## src/rtl/icache_assoc.sv

```systemverilog
`default_nettype none
// ============================================================================
// Module   : icache_assoc
// Brief    : Set-associative instruction cache, AXI4 burst refill,
//            uncached bypass window and fence_i whole-cache flush.
// Revision : 1.0
// ============================================================================
module icache_assoc #(
    parameter int          WAYS        = 2,
    parameter int          SETS        = 16,
    parameter int          BLOCK_WORDS = 4,
    parameter logic [31:0] BYPASS_BASE = 32'h0f00_0000,
    parameter logic [31:0] BYPASS_SIZE = 32'h00ff_ffff
) (
    input  logic        clk,
    input  logic        rst,
    input  logic        fence_i,
    output logic        flush_done,
    input  logic        cpu_arvalid,
    output logic        cpu_arready,
    input  logic [31:0] cpu_araddr,
    output logic        cpu_rvalid,
    input  logic        cpu_rready,
    output logic [31:0] cpu_rdata,
    output logic        cpu_rerr,
    output logic        axi_arvalid,
    input  logic        axi_arready,
    output logic [31:0] axi_araddr,
    output logic [7:0]  axi_arlen,
    output logic [2:0]  axi_arsize,
    output logic [1:0]  axi_arburst,
    input  logic        axi_rvalid,
    output logic        axi_rready,
    input  logic [31:0] axi_rdata,
    input  logic [1:0]  axi_rresp,
    input  logic        axi_rlast,
    output logic        hit,
    output logic        miss
);

    localparam int c_OFF_W = $clog2(BLOCK_WORDS);
    localparam int c_IDX_W = $clog2(SETS);
    localparam int c_TAG_W = 32 - c_IDX_W - c_OFF_W - 2;
    localparam int c_WAY_W = (WAYS > 1) ? $clog2(WAYS) : 1;

    localparam logic [3:0] c_S_IDLE        = 4'd0;
    localparam logic [3:0] c_S_LOOKUP      = 4'd1;
    localparam logic [3:0] c_S_REFILL_ADDR = 4'd2;
    localparam logic [3:0] c_S_REFILL_DATA = 4'd3;
    localparam logic [3:0] c_S_BYPASS_ADDR = 4'd4;
    localparam logic [3:0] c_S_BYPASS_DATA = 4'd5;
    localparam logic [3:0] c_S_RESP        = 4'd6;
    localparam logic [3:0] c_S_FLUSH       = 4'd7;

    logic [3:0]          r_state;
    logic [3:0]          w_state_nxt;
    logic [31:2]         r_addr;
    logic                r_flush_pend;
    logic [c_IDX_W-1:0]  r_flush_idx;
    logic [c_WAY_W-1:0]  r_victim;
    logic [c_OFF_W-1:0]  r_beat;
    logic                r_refill_err;
    logic [31:0]         r_rdata;
    logic                r_rerr;
    logic [31:0]         r_axi_araddr;
    logic [7:0]          r_axi_arlen;

    logic [WAYS-1:0]     r_valid [SETS];
    logic [c_WAY_W-1:0]  r_rr    [SETS];
    logic [c_TAG_W-1:0]  r_tag   [WAYS][SETS];
    logic [31:0]         r_data  [WAYS][SETS][BLOCK_WORDS];

    logic [c_TAG_W-1:0]  w_tag;
    logic [c_IDX_W-1:0]  w_idx;
    logic [c_OFF_W-1:0]  w_off;
    logic [WAYS-1:0]     w_match;
    logic [31:0]         w_hit_word;
    logic                w_hit;
    logic                w_has_inv;
    logic [c_WAY_W-1:0]  w_victim;
    logic [c_WAY_W-1:0]  w_rr_next;
    logic [32:0]         w_byp_end;
    logic                w_bypass;
    logic                w_beat_err;

    assign w_tag = r_addr[31 -: c_TAG_W];
    assign w_idx = r_addr[c_OFF_W+2 +: c_IDX_W];
    assign w_off = r_addr[2 +: c_OFF_W];

    // 33-bit end so a window touching the top of the address space cannot wrap
    assign w_byp_end  = {1'b0, BYPASS_BASE} + {1'b0, BYPASS_SIZE};
    assign w_bypass   = (cpu_araddr >= BYPASS_BASE) && ({1'b0, cpu_araddr} < w_byp_end);
    assign w_beat_err = (axi_rresp != 2'b00);

    always_comb begin
        w_match    = '0;
        w_hit_word = '0;
        for (int w = 0; w < WAYS; w++) begin
            if (r_valid[w_idx][w] && (r_tag[w][w_idx] == w_tag)) begin
                w_match[w] = 1'b1;
                w_hit_word = w_hit_word | r_data[w][w_idx][w_off];
            end
        end
    end
    assign w_hit = |w_match;

    always_comb begin
        w_has_inv = 1'b0;
        w_victim  = r_rr[w_idx];
        for (int w = WAYS - 1; w >= 0; w--) begin
            if (!r_valid[w_idx][w]) begin
                w_has_inv = 1'b1;
                w_victim  = c_WAY_W'(w);
            end
        end
    end
    assign w_rr_next = (WAYS == 1) ? '0 : r_rr[w_idx] + 1'b1;

    always_ff @(posedge clk) begin
        if (rst) r_state <= c_S_IDLE;
        else     r_state <= w_state_nxt;
    end

    always_comb begin
        w_state_nxt = r_state;
        case (r_state)
            c_S_IDLE: begin
                if (r_flush_pend)     w_state_nxt = c_S_FLUSH;
                else if (cpu_arvalid) w_state_nxt = w_bypass ? c_S_BYPASS_ADDR : c_S_LOOKUP;
            end
            c_S_LOOKUP:      w_state_nxt = w_hit ? c_S_RESP : c_S_REFILL_ADDR;
            c_S_REFILL_ADDR: if (axi_arready) w_state_nxt = c_S_REFILL_DATA;
            c_S_REFILL_DATA: if (axi_rvalid && axi_rlast) w_state_nxt = c_S_RESP;
            c_S_BYPASS_ADDR: if (axi_arready) w_state_nxt = c_S_BYPASS_DATA;
            c_S_BYPASS_DATA: if (axi_rvalid) w_state_nxt = c_S_RESP;
            c_S_RESP:        if (cpu_rready) w_state_nxt = c_S_IDLE;
            c_S_FLUSH:       if (r_flush_idx == c_IDX_W'(SETS - 1)) w_state_nxt = c_S_IDLE;
            default:         w_state_nxt = c_S_IDLE;
        endcase
    end

    always_ff @(posedge clk) begin
        if (rst) begin
            r_addr       <= '0;
            r_flush_pend <= 1'b0;
            r_flush_idx  <= '0;
            r_victim     <= '0;
            r_beat       <= '0;
            r_refill_err <= 1'b0;
            r_rdata      <= '0;
            r_rerr       <= 1'b0;
            r_axi_araddr <= '0;
            r_axi_arlen  <= '0;
            for (int s = 0; s < SETS; s++) begin
                r_valid[s] <= '0;
                r_rr[s]    <= '0;
            end
        end else begin
            if (fence_i && (r_state != c_S_FLUSH)) r_flush_pend <= 1'b1;
            case (r_state)
                c_S_IDLE: begin
                    if (r_flush_pend) begin
                        r_flush_pend <= 1'b0;
                        r_flush_idx  <= '0;
                    end else if (cpu_arvalid) begin
                        r_addr <= cpu_araddr[31:2];
                        r_rerr <= 1'b0;
                        if (w_bypass) begin
                            r_axi_araddr <= cpu_araddr;
                            r_axi_arlen  <= 8'd0;
                        end
                    end
                end
                c_S_LOOKUP: begin
                    if (w_hit) begin
                        // Round-robin replacement carries no per-hit state
                        r_rdata <= w_hit_word;
                    end else begin
                        r_victim                 <= w_victim;
                        r_valid[w_idx][w_victim] <= 1'b0;
                        if (!w_has_inv) r_rr[w_idx] <= w_rr_next;
                        r_beat       <= '0;
                        r_refill_err <= 1'b0;
                        r_axi_araddr <= {r_addr[31:c_OFF_W+2], {(c_OFF_W+2){1'b0}}};
                        r_axi_arlen  <= 8'(BLOCK_WORDS - 1);
                    end
                end
                c_S_REFILL_DATA: begin
                    if (axi_rvalid) begin
                        r_beat <= r_beat + 1'b1;
                        if (r_beat == w_off) r_rdata <= axi_rdata;
                        if (w_beat_err) r_refill_err <= 1'b1;
                        if (axi_rlast) begin
                            r_rerr <= r_refill_err | w_beat_err;
                            if (!r_refill_err && !w_beat_err) r_valid[w_idx][r_victim] <= 1'b1;
                        end
                    end
                end
                c_S_BYPASS_DATA: begin
                    if (axi_rvalid) begin
                        r_rdata <= axi_rdata;
                        r_rerr  <= w_beat_err;
                    end
                end
                c_S_FLUSH: begin
                    r_valid[r_flush_idx] <= '0;
                    r_rr[r_flush_idx]    <= '0;
                    r_flush_idx          <= r_flush_idx + 1'b1;
                end
                default: ;
            endcase
        end
    end

    // Tag and data arrays need no reset: valid bits gate every use
    always_ff @(posedge clk) begin
        if ((r_state == c_S_LOOKUP) && !w_hit) r_tag[w_victim][w_idx] <= w_tag;
        if ((r_state == c_S_REFILL_DATA) && axi_rvalid) r_data[r_victim][w_idx][r_beat] <= axi_rdata;
    end

    assign cpu_arready = !rst && (r_state == c_S_IDLE) && !r_flush_pend;
    assign cpu_rvalid  = (r_state == c_S_RESP);
    assign cpu_rdata   = r_rdata;
    assign cpu_rerr    = r_rerr;
    assign axi_arvalid = (r_state == c_S_REFILL_ADDR) || (r_state == c_S_BYPASS_ADDR);
    assign axi_araddr  = r_axi_araddr;
    assign axi_arlen   = r_axi_arlen;
    assign axi_arsize  = 3'b010;
    assign axi_arburst = 2'b01;
    assign axi_rready  = (r_state == c_S_REFILL_DATA) || (r_state == c_S_BYPASS_DATA);
    assign hit         = (r_state == c_S_LOOKUP) && w_hit;
    assign miss        = (r_state == c_S_LOOKUP) && !w_hit;
    assign flush_done  = (r_state == c_S_FLUSH) && (r_flush_idx == c_IDX_W'(SETS - 1));

endmodule
`default_nettype wire
```

## config.mk

```make
export PLATFORM = sky130hd
export DESIGN_NAME = icache_assoc
export DESIGN_NICKNAME = d
export VERILOG_FILES = /design/src/rtl/icache_assoc.sv
export SDC_FILE = /design/constraint.sdc
export NUM_CORES = 2
export LEC_CHECK = 0
export CAP_MARGIN = 20
export CELL_PAD_IN_SITES_DETAIL_PLACEMENT = 1
export CELL_PAD_IN_SITES_GLOBAL_PLACEMENT = 1
export CORE_MARGIN = 2
export CORE_UTILIZATION = 48
export CTS_CLUSTER_SIZE = 40
export DETAILED_ROUTE_END_ITERATION = 8
export DONT_BUFFER_PORTS = 1
export GPL_ROUTABILITY_DRIVEN = 0
export PLACE_DENSITY_LB_ADDON = 0.15
export SLEW_MARGIN = 20
export SYNTH_ARGS = -nofsm -noshare
export SYNTH_HDL_FRONTEND = slang
export SYNTH_MEMORY_MAX_BITS = 65536
export SYNTH_SLANG_ARGS = --single-unit
```

## constraint.sdc

```tcl
create_clock -name clk -period 6.8 [get_ports clk]
set_input_delay 1.36 -clock clk [delete_from_list [all_inputs] [get_ports clk]]
set_output_delay 1.36 -clock clk [all_outputs]
set_load 0.02 [all_outputs]
```

# Word level (Yosys, flattened, before mapping)
# Memory sizes are Yosys's and may differ from the RTL's. A register that Yosys moved wholly into a read port is not among the register bits.
# Cells that the tools add are included.
[classes] addsub=3 order_cmp=11 eq_ne=29 muxes=122 bitwise=9 n_reduce_logical=44
[op_table] cell="$mux 2048" count=1
[op_table] cell="$bmux 128 s4" count=2
[op_table] cell="$mux 128" count=5
[op_table] cell="$demux 128 s4" count=1
[op_table] cell="$mux 32" count=15
[op_table] cell="$mux 384" count=1
[op_table] cell="$bmux 24 s4" count=2
[op_table] cell="$bmux 32 s2" count=2
[op_table] cell="$mux 24" count=5
[op_table] cell="$demux 24 s4" count=1
[op_table] cell="$pmux 32 s3" count=1
[op_table] cell="$mux 4" count=17
[op_table] cell="$demux 32 s2" count=1
[op_table] cell="$pmux 32 s2" count=1
[op_table] cell="$eq 24x24->1" count=2
[op_table] cell="$mux 1" count=45
[op_table] cell="$ge 32x28->1 const B" count=1
[op_table] cell="$lt 32x28->1 const B" count=1
[op_table] cell="$mux 8" count=4
[op_table] cell="$or 32x32->32" count=1
[op_table] cell="$pmux 4 s8" count=1
[op_table] cell="$ne 2x2->1 const B" count=14
[op_table] cell="$eq 4x3->1 const B" count=4
[op_table] cell="$logic_and 1x1->1" count=16
[op_table] cell="41 further kinds" count=74
[word_totals] reg_bits=116 mem_bits_rw=4912 input_bits=74 word_cells=233 mem_count=4
[mem_list] memory="r_data" words=2 width=2048 read_ports=2 rd_ports_with_merged_regs=0 wr=1 line_no="71" text="logic [31:0] r_data [WAYS][SETS][BLOCK_WORDS];"
[mem_list] memory="r_tag" words=2 width=384 read_ports=2 rd_ports_with_merged_regs=0 wr=1 line_no="70" text="logic [c_TAG_W-1:0] r_tag [WAYS][SETS];"
[mem_list] memory="r_valid" words=16 width=2 read_ports=1 rd_ports_with_merged_regs=1 wr=16 line_no="68" text="logic [WAYS-1:0] r_valid [SETS];"
[mem_list] memory="r_rr" words=16 width=1 read_ports=1 rd_ports_with_merged_regs=1 wr=16 line_no="69" text="logic [c_WAY_W-1:0] r_rr [SETS];"

# Longest topological paths before layout
[depth] ltp_word=16 depth_mapped=19 mapped_depth_nobuf=10

# Least setup slack after synthesis
# OpenSTA, ideal clock, no wires.
[synth_timing] path_type="flip-flop to output port" from="register r_addr[5] in the netlist's numbering" to="output port hit" t_arrival_ns=3.077 slack_ns=2.363 path_stages_with_launch=14 path_buffers=5 cell_sequence="dfxtp_1 -> buf_6 -> buf_8 -> buf_6 -> mux4_2 -> mux2i_1 -> nor3_1 -> a2111oi_0 -> nor4b_1 -> o2111a_1 -> buf_6 -> nand2_4 -> buf_2 -> a21oi_1"
[synth_between] elab_chain_cells=9 word_cells_on_any_way=15 cone_classes="eq/ne (2); mux (8); bitwise (1); reduce/logical (4)"
[synth_lines] element="start: declaration" line_no="57" text="logic [31:2] r_addr;"
[synth_lines] element="start signal: assignment" line_no="166" text="r_addr <= cpu_araddr[31:2];"
[synth_lines] element="$not 4->5 (not written as such) *" line_no="99" text="if (r_valid[w_idx][w] && (r_tag[w][w_idx] == w_tag)) begin"
[synth_lines] element="$bmux 24 s4" line_no="99"
[synth_lines] element="$mux 24 (not written as such) (2 in a row)" line_no="99"
[synth_lines] element="$eq 24x24->1" line_no="99"
[synth_lines] element="$logic_and 1x1->1" line_no="99"
[synth_lines] element="$mux 1" line_no="99"
[synth_lines] element="$reduce_or 2->1 *" line_no="105" text="assign w_hit = |w_match;"
[synth_lines] element="$logic_and 1x1->1 *" line_no="231" text="assign hit = (r_state == c_S_LOOKUP) && w_hit;"
[synth_lines] element="end: declaration" line_no="37" text="output logic hit,"
# Every way passes the cells marked *; elsewhere a longest branch is shown, timed or not. The select of a mux whose other input is x is not followed.

# Worst setup path after layout
[layout_timing] from="register r_addr[7] in the netlist's numbering" to="output port hit"
# Same word-level chain as after synthesis.

==> impl_metrics.ini <==
[worst_setup_path]
reg2reg_slack_ns = 0.80
cpMaxStageDelayCell = dfxtp_4
crit_start = r_addr[7]
critPathRequiredTime_ns = 5.44
r2r_cells = 11
crit_type = reg -> out
worst_setup_path_end_kind = output pin
regToRegStartpoint = r_addr[4]
r2r_end = cpu_rdata[6]
critPathArrivalTime_ns = 5.23
crit_path_end = hit
crit_fanout = 62
cp_slowest_stage_delay_ns = 0.86
crit_chain = buf_12 > mux4_2 > mux2i_1 > xnor2_1 > a2111oi_0 > o2111a_2 > nand2_4 > a21oi_1
critPathLaunchType = register

[clock_network]
cts_setup_buffers = 0
cts.clk_slew.worst_paths_ns = 0.06
h-tree-depth = 6
cts_buffers = 534
cts_hold_buf = 0
clockRootBuffer = clkbuf_16
clock-sinks = 5024
insertion_delay_ns = 1.08
cts.path.max_buffers = 4
cts_tree = yes

[power]
power.leakage_nw = 66.22
powerDensity_mw_per_mm2 = 334.8
ir_drop_mv = 0.2301

[floorplan]
fp.dieH_um = 642.3
die_area_mm2 = 0.4125
initial_core_util = 0.4819
core_area_mm2 = 0.4058
die-width_um = 642.3
io_pins = 159
rows = 234

[layout]
final_common_cell = edfxtp_1
final_cell_mix = edfxtp_1, mux4_2, mux2i_1
nets = 9680
syn2layout_area_growth_pct = 13.05
drive_above_1_share = 0.2570

[grt]
grt_overflow = 0
grt_max_degree = 133
gr-usage-all-layers = 0.2867
grt_pass1_wl_um = 831900
grt_pass1_vias = 103149
antenna_found_initial = 46

[outcome]
status = finished clean

[timing]
rsz0062_at_grt = false
final.setup.tns_ns = 0
hold_slack_ns = 0.3722
drv_slew = 0
worst_pin_slew_ns = 1.342
hold_violations = 0
slew_headroom = 0.09987
setup_violations = 0
period_needed_ns = 6.593
max_freq_mhz = 151.7
clock_skew_ns = 0.04450
finalCritPeriodShare = 0.9696

[synthesis]
ys_ff_latch = 5024
ys_seq_area_frac = 0.7658
ys_types = 87
synth_top_area_frac = 0.7543
synth_cells = 9224
avgSynthCellArea_um2 = 21.20
netlist_area_mm2 = 0.1955
yosys_warnings = 0
synth_area_leaders = edfxtp_1, mux4_2, mux2i_1
synth-edff-count = 4912
synthFlopType = edfxtp_1
ys_async_sr_fraction = 0
yosys.area.top_type = edfxtp_1

[detailed_routing]
first_pass_iters = 6
wl_met2_um = 283200
avgRoutedWirePerCell_um = 38.57
dr_wl_met3_um = 51670
drt_iter0_drc = 13787
met1_length_um = 242800
routed_wl_um = 597400
drc = 0
antenna_left = 0
routed.top_layer = met5
viasPerCell = 6.517
via_count = 100949

[placement]
port_buffers = 0
hpwl_um = 343900

[hold_path]
hold_path.class = in -> reg

[job]
maxCapViolCount = 0
==> cells in the mapped netlist, types with 10 or more instances <==
cell type,instances
a221o_1,15
o221a_2,20
o21ai_0,147
a31oi_1,10
and3_1,16
o221ai_1,124
or3_1,10
a221oi_1,70
o41ai_1,11
a22oi_1,47
xor2_1,26
buf_1,39
mux2i_1,596
a211oi_1,48
and2_1,11
nor2_1,330
o211ai_1,52
buf_4,134
a21oi_1,211
nand4_1,14
edfxtp_1,4912
buf_2,179
mux4_2,1084
o31ai_1,18
nand3_1,69
dfxtp_1,112
o22ai_1,68
mux2_2,89
nand2b_1,43
xnor2_1,38
clkbuf_1,170
nor3_1,23
inv_1,22
nor2b_1,50
a32o_1,31
nand2_1,210
buf_6,50
==> final cells by class <==
| class | count | area, um2 |
|---|---|---|
| fill | 34754 | 184700 |
| sequential | 5024 | 149800 |
| multi-input combinational | 3609 | 43800 |
| clock buffer | 667 | 14210 |
| tap | 5428 | 6792 |
| timing repair buffer | 407 | 3558 |
| clock inverter | 288 | 2734 |
| antenna | 42 | 105.1 |
| inverter | 25 | 98.84 |
==> per-layer routing <==
| layer | vias to the layer above | GRT usage |
|---|---|---|
| met1 | 55352 | 0.4118 |
| met4 | 18 | 0.08698 |
| li1 | 39546 | - |
| met3 | 888 | 0.05000 |
| met2 | 5145 | 0.4526 |
| met5 | - | 0 |
==> stage by stage <==
stage | instance area [um2] | instances | power [mW] | util | setup slack (ns)
floorplan | 195600 | 9233 | 41.63 | - | 2.363
global placement | 203800 | 14485 | 45.81 | 0.5023 | 0.8842
detailed placement | 203900 | 14489 | 45.92 | 0.5025 | 0.8972
CTS | 220800 | 15444 | 74.24 | 0.5442 | 0.0004103
global route | 221000 | 15476 | 75.71 | 0.5447 | 0.008312
finish | 221100 | 15490 | 74.00 | 0.5448 | 0.2067
==> worst max-delay path, delay by kind of cell, from the launching register on <==
family | cells | cell delay, ns
buffers and inverters | 1 | 0.56
DFF | 1 | 0.86
muxes | 2 | 0.61
AOI/OAI and AO/OA | 3 | 1.80
and+or+nand+nor | 1 | 0.09
xor gates and xnor gates | 1 | 0.14
==> cells by family (layout without fill, tap and decap cells) <==
| group | Yosys count | after routing | synth area share |
|---|---|---|---|
| buffers and inverters | 600 | 1387 | 0.01731 |
| XOR/XNOR | 64 | 64 | 0.002867 |
| flip-flops | 5024 | 5024 | 0.7658 |
| AND/OR/NAND/NOR | 811 | 811 | 0.01879 |
| adder cells (fa/ha/maj) | 5 | 5 | 0.0003199 |
| other | 2 | 53 | 0.00003841 |
| multiplexers | 1769 | 1769 | 0.1605 |
| AO/OA/AOI/OAI | 949 | 949 | 0.03441 |
==> state kept, by name, indices dropped and copies added (netlist names), named ones only <==
name          count
r_flush_pend      1
r_addr           30
axi_arlen         1
r_state           3
axi_araddr       32
r_data         4096
r_victim          1
r_refill_err      1
cpu_rdata        32
r_tag           768
r_valid          32
r_rr             16
r_flush_idx       4
r_beat            2
cpu_rerr          1
==> how the worst min path moves through the flow <==
| stage | start | to | slack [ns] | cells past startpoint |
|---|---|---|---|---|
| global placement | r_victim | r_victim | 0.51 | 2 |
| finish | rst | axi_araddr[3] | 0.37 | 1 |
| CTS | rst | axi_araddr[3] | 0.30 | 1 |
| global route | rst | cpu_rerr | 0.34 | 1 |
| detailed placement | r_victim | r_victim | 0.49 | 2 |
| floorplan | r_victim | r_victim | 0.47 | 2 |
==> what timing repair did <==
action / CTS / global route
resized for setup: 0 / 2
setup endpoints to repair: 0 / 1
endpoints found under the hold margin: 0 / 0
==> report_power, final <==
| group | leakage, nW | switching (mW) | total [mW] | internal (mW) |
|---|---|---|---|---|
| Sequential | 45.3 | 0.464 | 34.9 | 34.4 |
| Combinational | 12.7 | 6.66 | 10.4 | 3.79 |
| Clock | 8.26 | 12.3 | 28.7 | 16.3 |
| Total | 66.2 | 19.5 | 74.0 | 54.5 |
(Power assumes the default switching activity.)
